`config.mk`:
```
export PLATFORM = sky130hd
export DESIGN_NAME = aes_input_loader
export DESIGN_NICKNAME = d
export VERILOG_FILES = /design/src/rtl/aes_input_loader.sv
export SDC_FILE = /design/constraint.sdc
export NUM_CORES = 1
export LEC_CHECK = 0
export BUFFER_PORTS_ARGS = -buffer_cell sky130_fd_sc_hd__buf_2
export CORE_MARGIN = 3
export CORE_UTILIZATION = 40
export DETAILED_ROUTE_END_ITERATION = 6
export GPL_TIMING_DRIVEN = 0
export PLACE_DENSITY_LB_ADDON = 0.08
export SLEW_MARGIN = 0
export SYNTH_ARGS = -nofsm -noshare
export SYNTH_HDL_FRONTEND = slang
export SYNTH_SLANG_ARGS = --single-unit
export TNS_END_PERCENT = 10
```
`constraint.sdc`:
```
create_clock -name clock -period 2.33 [get_ports clock]
set_input_delay 0.1165 -clock clock [delete_from_list [all_inputs] [get_ports clock]]
set_output_delay 0.1165 -clock clock [all_outputs]
set_load 0.05 [all_outputs]
```
`src/rtl/aes_input_loader.sv`:
```
// rtl/aes_input_loader.sv - byte-serial key/ciphertext loader feeding the AES-128 decryption core
//
// Purpose:
//   Shifts an incoming byte stream (MSB first) into a 128-bit key and a
//   128-bit ciphertext word.  Once both are complete it raises
//   inputsLoadedFlag and freezes them until the cipher core pulses
//   dataDecryptedFlag.  Then it re-arms for the next block.  Optional key
//   reuse skips the key phase after the first block.  An optional idle
//   timeout discards a partially loaded phase.
//
// Ports:
//   clock             in   system clock, rising edge
//   resetModule       in   synchronous active-low reset
//   byteIn[7:0]       in   incoming byte
//   byteValid         in   byteIn valid this cycle
//   byteReady         out  loader accepts a byte this cycle
//   dataDecryptedFlag in   completion flag from the decryption core
//   key[127:0]        out  assembled key
//   inputData[127:0]  out  assembled ciphertext
//   inputsLoadedFlag  out  key and inputData complete and stable

module aes_input_loader #(
  parameter int KEY_REUSE    = 0,
  parameter int IDLE_TIMEOUT = 1000000
) (
  input  logic         clock,
  input  logic         resetModule,
  input  logic [7:0]   byteIn,
  input  logic         byteValid,
  output logic         byteReady,
  input  logic         dataDecryptedFlag,
  output logic [127:0] key,
  output logic [127:0] inputData,
  output logic         inputsLoadedFlag
);

  // A zero timeout still needs a 1-bit counter to keep the declarations legal.
  localparam int IW = (IDLE_TIMEOUT > 0) ? $clog2(IDLE_TIMEOUT + 1) : 1;
  localparam bit TIMEOUT_EN = (IDLE_TIMEOUT > 0);
  localparam logic [IW-1:0] IDLE_LAST = TIMEOUT_EN ? IW'(IDLE_TIMEOUT - 1) : '0;
  localparam bit REUSE_EN = (KEY_REUSE != 0);

  typedef enum logic [1:0] {
    S_LOAD_KEY  = 2'd0,
    S_LOAD_DATA = 2'd1,
    S_LOADED    = 2'd2,
    S_RELEASE   = 2'd3
  } state_t;

  state_t          r_state;
  state_t          w_next_state;
  logic [3:0]      r_byte_cnt;
  logic [IW-1:0]   r_idle_cnt;
  logic            r_key_valid;
  logic [127:0]    r_key;
  logic [127:0]    r_data;

  logic            w_loading;
  logic            w_loaded;
  logic            w_accept;
  logic            w_last_byte;
  logic            w_timeout;

  // State register.
  always_ff @(posedge clock) begin
    if (!resetModule) begin
      r_state <= S_LOAD_KEY;
    end else begin
      r_state <= w_next_state;
    end
  end

  // Next-state and state-decoded outputs.
  always_comb begin
    w_next_state = r_state;
    w_loading    = 1'b0;
    w_loaded     = 1'b0;
    case (r_state)
      S_LOAD_KEY: begin
        w_loading = 1'b1;
        if (w_last_byte) begin
          w_next_state = S_LOAD_DATA;
        end
      end
      S_LOAD_DATA: begin
        w_loading = 1'b1;
        if (w_last_byte) begin
          w_next_state = S_LOADED;
        end
      end
      S_LOADED: begin
        w_loaded = 1'b1;
        if (dataDecryptedFlag) begin
          w_next_state = S_RELEASE;
        end
      end
      S_RELEASE: begin
        if (!dataDecryptedFlag) begin
          w_next_state = (REUSE_EN && r_key_valid) ? S_LOAD_DATA : S_LOAD_KEY;
        end
      end
      default: begin
        w_next_state = S_LOAD_KEY;
      end
    endcase
  end

  // byteReady depends only on registered state, masked while reset is held.
  assign byteReady   = w_loading & resetModule;
  assign w_accept    = byteValid & byteReady;
  assign w_last_byte = w_accept & (r_byte_cnt == 4'd15);

  // Fires only on an idle cycle; an accepted byte on the same edge wins.
  assign w_timeout = TIMEOUT_EN && w_loading && (r_byte_cnt != 4'd0) &&
                     !w_accept && (r_idle_cnt == IDLE_LAST);

  // Datapath: shift registers, byte counter, idle counter, key-valid bit.
  always_ff @(posedge clock) begin
    if (!resetModule) begin
      r_key       <= '0;
      r_data      <= '0;
      r_byte_cnt  <= '0;
      r_idle_cnt  <= '0;
      r_key_valid <= 1'b0;
    end else if (w_accept) begin
      r_byte_cnt <= r_byte_cnt + 4'd1;
      r_idle_cnt <= '0;
      if (r_state == S_LOAD_KEY) begin
        r_key <= {r_key[119:0], byteIn};
        if (r_byte_cnt == 4'd15) begin
          r_key_valid <= 1'b1;
        end
      end else begin
        r_data <= {r_data[119:0], byteIn};
      end
    end else if (!w_loading || (r_byte_cnt == 4'd0)) begin
      r_idle_cnt <= '0;
    end else if (w_timeout) begin
      // Restart the current phase; shifted bytes are simply overwritten later.
      r_byte_cnt <= '0;
      r_idle_cnt <= '0;
    end else if (TIMEOUT_EN) begin
      r_idle_cnt <= r_idle_cnt + 1'b1;
    end
  end

  assign key              = r_key;
  assign inputData        = r_data;
  assign inputsLoadedFlag = w_loaded;

endmodule

```
==> results of run 1 <==
power by group:
part           leakage [nW]  internal (mW)  switching, mW  total, mW
clock network         0.488           2.93           1.84       4.77
logic                  2.35          0.158          0.573      0.730
registers              2.27           4.86         0.0353       4.89
total                  5.11           7.94           2.45       10.4
per-layer routing:
metal / vias up / wire, um / global-route usage [%]
met5: - / 7 / 0
met2: 229 / 13100 / 32.4
met3: 40 / 1980 / 4.67
li1: 4811 / - / -
met1: 4323 / 13400 / 27.6
met4: 2 / 581 / 5.11
cell type report:
type	count	area, um^2
Clock buffer	44	885
Multi-Input combinational cell	893	4050
Fill cell	2458	11600
Sequential cell	282	5650
Buffer	91	358
Inverter	12	45.0
Clock inverter	6	105
Timing Repair Buffer	278	1440
Tap cell	324	405
kinds of logic (layout without fill, tap and decap cells):
kind of cell	Yosys count	in the layout	share of synthesized area [%]
AOI/OAI and AO/OA	281	281	14.5
xor gates and xnor gates	14	14	1.22
adders and majority gates	8	8	0.992
buffers and inverters	103	431	3.88
DFF	282	282	56.0
muxes	2	2	0.198
and+or+nand+nor	588	588	23.3
per-stage QoR:
stage	cells	hold WS [ns]	setup TNS, ns
3_3_place_gp	1870	0.371	0
5_1_grt	1930	0.311	-0.292
4_1_cts	1930	0.198	0
2_1_floorplan	1278	0.253	0
3_5_place_dp	1870	0.375	0
6_report	1930	0.223	0
layout by cell type, fill, tap and decap left out, types with 2 or more instances in the layout:
cell,instances
xnor2_1,12
nor2_1,5
clkbuf_8,6
nor3b_1,3
a21oi_1,261
clkbuf_2,7
o31ai_1,2
a211oi_2,3
and3_1,2
dlygate4sd3_1,10
nor4_1,3
nand4_1,3
nand4_2,2
dfxtp_1,282
nand4b_1,2
bufinv_16,3
or3_1,3
xor2_1,2
clkbuf_16,31
buf_1,9
a31oi_1,2
o21ai_0,5
or2_2,2
nand3_1,12
inv_1,12
nand2_1,523
clkbuf_1,78
mux2i_1,2
clkinv_2,3
or4_1,3
nor3_1,21
buf_2,271
ha_1,8
how the worst max path moves through the flow:
| stage | end | slack, ns | cells past startpoint |
|---|---|---|---|
| final | byteReady | 0.06 | 5 |
| after global routing | byteReady | -0.1 | 5 |
| after CTS | byteReady | 0.05 | 5 |
| after detailed placement | inputData[121]$_SDFFE_PN0P_ | 0.08 | 7 |
| after global placement | inputData[125]$_SDFFE_PN0P_ | 0.10 | 7 |
| after floorplan | r_idle_cnt[18]$_SDFF_PP0_ | 0.46 | 6 |
what timing repair did:
action,4_1_cts,5_1_grt
hold buffers,10,0
setup endpoints to repair,0,162
gates resized for setup,0,17
endpoints found under the hold margin,20,0
worst register-to-register path, delay by kind of cell (launching register included):
family | cells | cell delay (ns)
buffers and inverters | 3 | 0.93
adder cells (fa/ha/maj) | 1 | 0.28
flip-flops | 1 | 0.34
AO/OA/AOI/OAI | 1 | 0.14
AND/OR/NAND/NOR | 2 | 0.40
registers in the layout (all words and copies together), names as in the netlist:
register,count
inputData,128
r_state,2
r_idle_cnt,20
r_byte_cnt,4
key,128
==> metrics.yaml, run 1 <==
logic_synthesis:
  ys.flop_type: "dfxtp_1"
  syn_inst: 1278
  synth-edff-count: 0
  synth_seq_cells: 282
  synth_most_common_cell: "nand2_1"
  ys_seq_area_share_pct: 56.0
  synthArstFlopShare_pct: 0
  netlist.area_leader.share_pct: 56.0
  avgSynthCellArea_um2: 7.89
  syn_area_um2: 10100
  syn_nets: 1298
  synth_top_area_cell: "dfxtp_1"
  synthTopCellsByArea: "dfxtp_1, nand2_1, a21oi_1"
  ys_top_cells_by_count: "nand2_1, dfxtp_1, a21oi_1"
  yosys_warnings: 0
  netlist-cell-type-count: 39
routing:
  ant_nets: 0
  viasPerCell: 4.87
  wl_per_cell_um: 15.0
  first_pass_iters: 5
  drc_errors: 0
  vias: 9405
  drtIter0Drc: 515
  drt_wl_total_um: 29000
global_routing:
  grt_pass1_wl_um: 44700
  first_global_vias: 8492
  antenna_found_initial: 1
  grt_overflow: 0
  grt_max_degree: 15
  grtUsageTotal_pct: 20.2
timing:
  min_period_ns: 2.27
  slew_headroom_pct: 58.2
  rsz0062_at_grt: "yes"
  slew_violations: 0
  fin_ws_ns: 0.0585
  setup_viol: 0
  post-route-period-util_pct: 97.5
  fmax_ghz: 0.440
  fin_skew_ns: 0.00933
  hold_viol: 0
  worst_slew_pin_slew_ns: 0.627
placed_design:
  gp_congestion: 0.855
  placed_cell_area_um2: 11800
  port_buffers: 268
  place_hpwl_um: 21600
  dp_slack_ns: 0.0815
setup_path:
  end_kind: "primary output"
  reg2reg_slack_ns: 0.17
  worst-path-max-fanout: 7
  crit_top_cell: "nor2_1"
  reg2reg_to: "key[6]$_SDFFE_PN0P_"
  crit_path_start: "r_state[0]$_SDFFE_PN0P_"
  critical_path_class: "flop to primary output"
  r2r_start: "r_state[0]$_SDFFE_PN0P_"
  crit_path_start_kind: "flop"
  max_stage_delay_ns: 0.40
  crit_slowest_cell: "nor2_1"
  crit_family: "simple AND/OR/NAND/NOR gates"
  worstPathCellList: "inv_1 -> ha_1 -> nor2_1 -> nor2_1 -> buf_2"
  path_buf_inv: 2
  worstPathRequired_ns: 2.21
  r2r_cells: 7
  worst_ep_arrival_time_ns: 2.16
clocking:
  clock_latency_ns: 0.54
  htree_levels: 1
  cts_sinks: 282
  tritoncts: "yes"
  clock_path_buffers: 3
  cts_root_buf: "clkbuf_16"
  clk_pin_slew_ns: 0.06
  cts_setup_buffers: 0
  cts_buffers: 31
final_layout:
  diodes: 0
  syn_to_final_growth_pct: 28.3
  final_nets: 1609
  fin_area_um2: 12900
  drive_above_1_share_pct: 20.6
  final_util_pct: 52.7
job:
  drv_cap: 0
power:
  p_total_mw: 10.4
  p_leak_nw: 5.11
  power.density_nw_per_um2: 803
  ir_worst_vdd_mv: 0.443
floorplanning:
  fp.coreArea_um2: 24500
  die_area_um2: 27200
  ios: 270
  die_x_um: 165
  die_h_um: 165
  initial_utilization_pct: 41.1
  rows: 57
worst_hold_path:
  hold_end: "r_state[1]$_SDFFE_PN0P_"
  holdPathStages: 5
  hold_class: "primary input to flop"
  min-delay-start: "resetModule"
outcome:
  status: "finished, final reports clean"
Note: power is estimated with default switching activity, not from simulation.
==> run 2, diff against run 1 <==
REMOVE_ABC_BUFFERS = 1   (was not set)
clock period = 3 ns   (was 2.33 ns; I/O delays follow)
==> metrics.yaml, run 2 (synthesized netlist as in run 1, its figures left out) <==
setup_path:
  worstPathCellList: "inv_1 -> ha_1 -> nand4b_1 -> buf_8 -> buf_8 -> buf_8 -> nand2_1 -> a21oi_1"
  end_kind: "flop"
  worst_ep_arrival_time_ns: 3.06  # +0.90 ns
  endpoint: "inputData[108]$_SDFFE_PN0P_"
  max_stage_delay_ns: 0.79  # +0.39 ns
  reg2reg_slack_ns: 0.32  # +0.15 ns
  critical_path_class: "flop to flop"
  r2r_start: "r_state[0]$_SDFFE_PN0P_"
  worstPathRequired_ns: 3.38  # +1.17 ns
  reg2reg_to: "inputData[108]$_SDFFE_PN0P_"
  crit_path_start_kind: "flop"
  crit_slowest_cell: "nand4b_1"
  crit_path_start: "r_state[0]$_SDFFE_PN0P_"
  r2r_cells: 8  # +1
  worst-path-max-fanout: 21  # +14
  crit_top_cell: "buf_8"
floorplanning:
  ios: 270  # unchanged
  fp.coreArea_um2: 24500  # unchanged
  die_x_um: 165  # unchanged
  initial_utilization_pct: 41.1  # unchanged
  rows: 57  # unchanged
  die_h_um: 165  # unchanged
  die_area_um2: 27200  # unchanged
timing:
  rsz0062_at_grt: "no"
  hold_viol: 0  # unchanged
  setup_viol: 0  # unchanged
  slew_headroom_pct: 41.4  # -17 points
  post-route-period-util_pct: 89.2
  holdWs_ns: 0.0441  # -0.179 ns
  min_period_ns: 2.68
  worst_slew_pin_slew_ns: 0.879  # +0.252 ns
  fin_skew_ns: 0.0109  # +0.00159 ns
  slew_violations: 0  # unchanged
  fmax_ghz: 0.374
global_routing:
  grtUsageTotal_pct: 17.7  # -2.4 points
  antenna_found_initial: 0  # -1
  grt_max_degree: 143  # +128
  grt_pass1_wl_um: 40500  # -9.3%
  first_global_vias: 7865  # -7.4%
  grt_overflow: 0  # unchanged
placed_design:
  gp_congestion: 0.749  # -12%
  port_buffers: 269  # +0.37%
  place_hpwl_um: 16800  # -22%
clocking:
  clk_pin_slew_ns: 0.06  # about the same
  cts_sinks: 282  # unchanged
  ctsHoldBuffers: 9  # -1
  clock_latency_ns: 0.54  # about the same
  htree_levels: 1  # unchanged
  cts_buffers: 30  # -3.2%
  cts_root_buf: "clkbuf_16"
  clock_path_buffers: 3  # unchanged
  tritoncts: "yes"
  cts-resized-gates: 0  # unchanged
  cts_setup_buffers: 0  # unchanged
final_layout:
  mostFrequentLayoutCell: "nand2_1"
  diodes: 0  # unchanged
  layout_common_cells: "nand2_1, dfxtp_1, buf_2"
  syn_to_final_growth_pct: 28.6
  final_nets: 1536  # -4.5%
  drive_above_1_share_pct: 23.0  # +2.4 points
  final_util_pct: 52.9  # +0.13 points
routing:
  first_pass_iters: 5  # unchanged
  vias: 8932  # -5.0%
  drt_wl_total_um: 25600  # -12%
  drc_errors: 0  # unchanged
  drtIter0Drc: 742  # +44%
  viasPerCell: 4.79  # -1.7%
  ant_nets: 0  # unchanged
  wl_per_cell_um: 13.7  # -8.6%
power:
  power.density_nw_per_um2: 633  # -21%
  ir_worst_vdd_mv: 0.476  # +7.5%
  p_leak_nw: 5.16  # +0.99%
worst_hold_path:
  hold_class: "primary input to flop"
outcome:
  status: "finished, final reports clean"
job:
  drv_cap: 0  # unchanged
run 2: area by class of cell:
type                       instances  area (um^2)
multi-input combinational        893         4080
clock inverter                    12          144
timing repair buffer             297         1720
fill                            2461        11600
tap                              324          405
inverter                          12         52.6
clock buffer                      44          925
sequential                       282         5650
run 2: how the worst min path moves through the flow:
stage | endpoint | cells after the start | from | slack, ns
2_1_floorplan | inputData[0]$_SDFFE_PN0P_ | 2 | byteIn[0] | 0.29
3_3_place_gp | key[5]$_SDFFE_PN0P_ | 3 | byteIn[5] | 0.41
3_5_place_dp | key[3]$_SDFFE_PN0P_ | 3 | byteIn[3] | 0.41
4_1_cts | r_state[1]$_SDFFE_PN0P_ | 4 | dataDecryptedFlag | 0.01
5_1_grt | r_state[1]$_SDFFE_PN0P_ | 4 | dataDecryptedFlag | 0.05
6_report | r_state[1]$_SDFFE_PN0P_ | 4 | dataDecryptedFlag | 0.04
run 2: through the flow:
step | power (mW) | setup TNS, ns | setup WS [ns] | cell area, um^2 | std cells
finish | 8.21 | 0 | 0.324 | 13000 | 1864
global route | 8.52 | 0 | 0.0830 | 13000 | 1864
CTS | 8.34 | 0 | 0.274 | 13000 | 1864
detailed placement | 4.43 | 0 | 0.312 | 11800 | 1799
global placement | 4.39 | -1763.19 | -9.28 | 11500 | 1780
floorplan | 4.22 | -817.78 | -4.90 | 9740 | 1187
run 2: worst max-delay path, delay by kind of cell (launching register included):
| kind | cells | cell delay (ns) |
|---|---|---|
| AO/OA/AOI/OAI | 1 | 0.06 |
| adder cells (fa/ha/maj) | 1 | 0.31 |
| buffers and inverters | 4 | 0.89 |
| flip-flops | 1 | 0.39 |
| AND/OR/NAND/NOR | 2 | 0.86 |
run 2: report_power, final:
| group | total, mW | leakage, nW | switching [mW] | internal [mW] |
|---|---|---|---|---|
| Combinational | 0.544 | 2.36 | 0.421 | 0.123 |
| Sequential | 3.80 | 2.27 | 0.0264 | 3.77 |
| Clock | 3.87 | 0.528 | 1.49 | 2.39 |
| Total | 8.21 | 5.16 | 1.93 | 6.28 |
run 2: layer usage:
layer	global-route usage [%]	up-vias	wire, um
met5	0	-	0
met4	4.35	0	499
met3	3.44	30	1370
met2	28.4	200	11700
met1	24.7	4047	12000
li1	-	4655	-
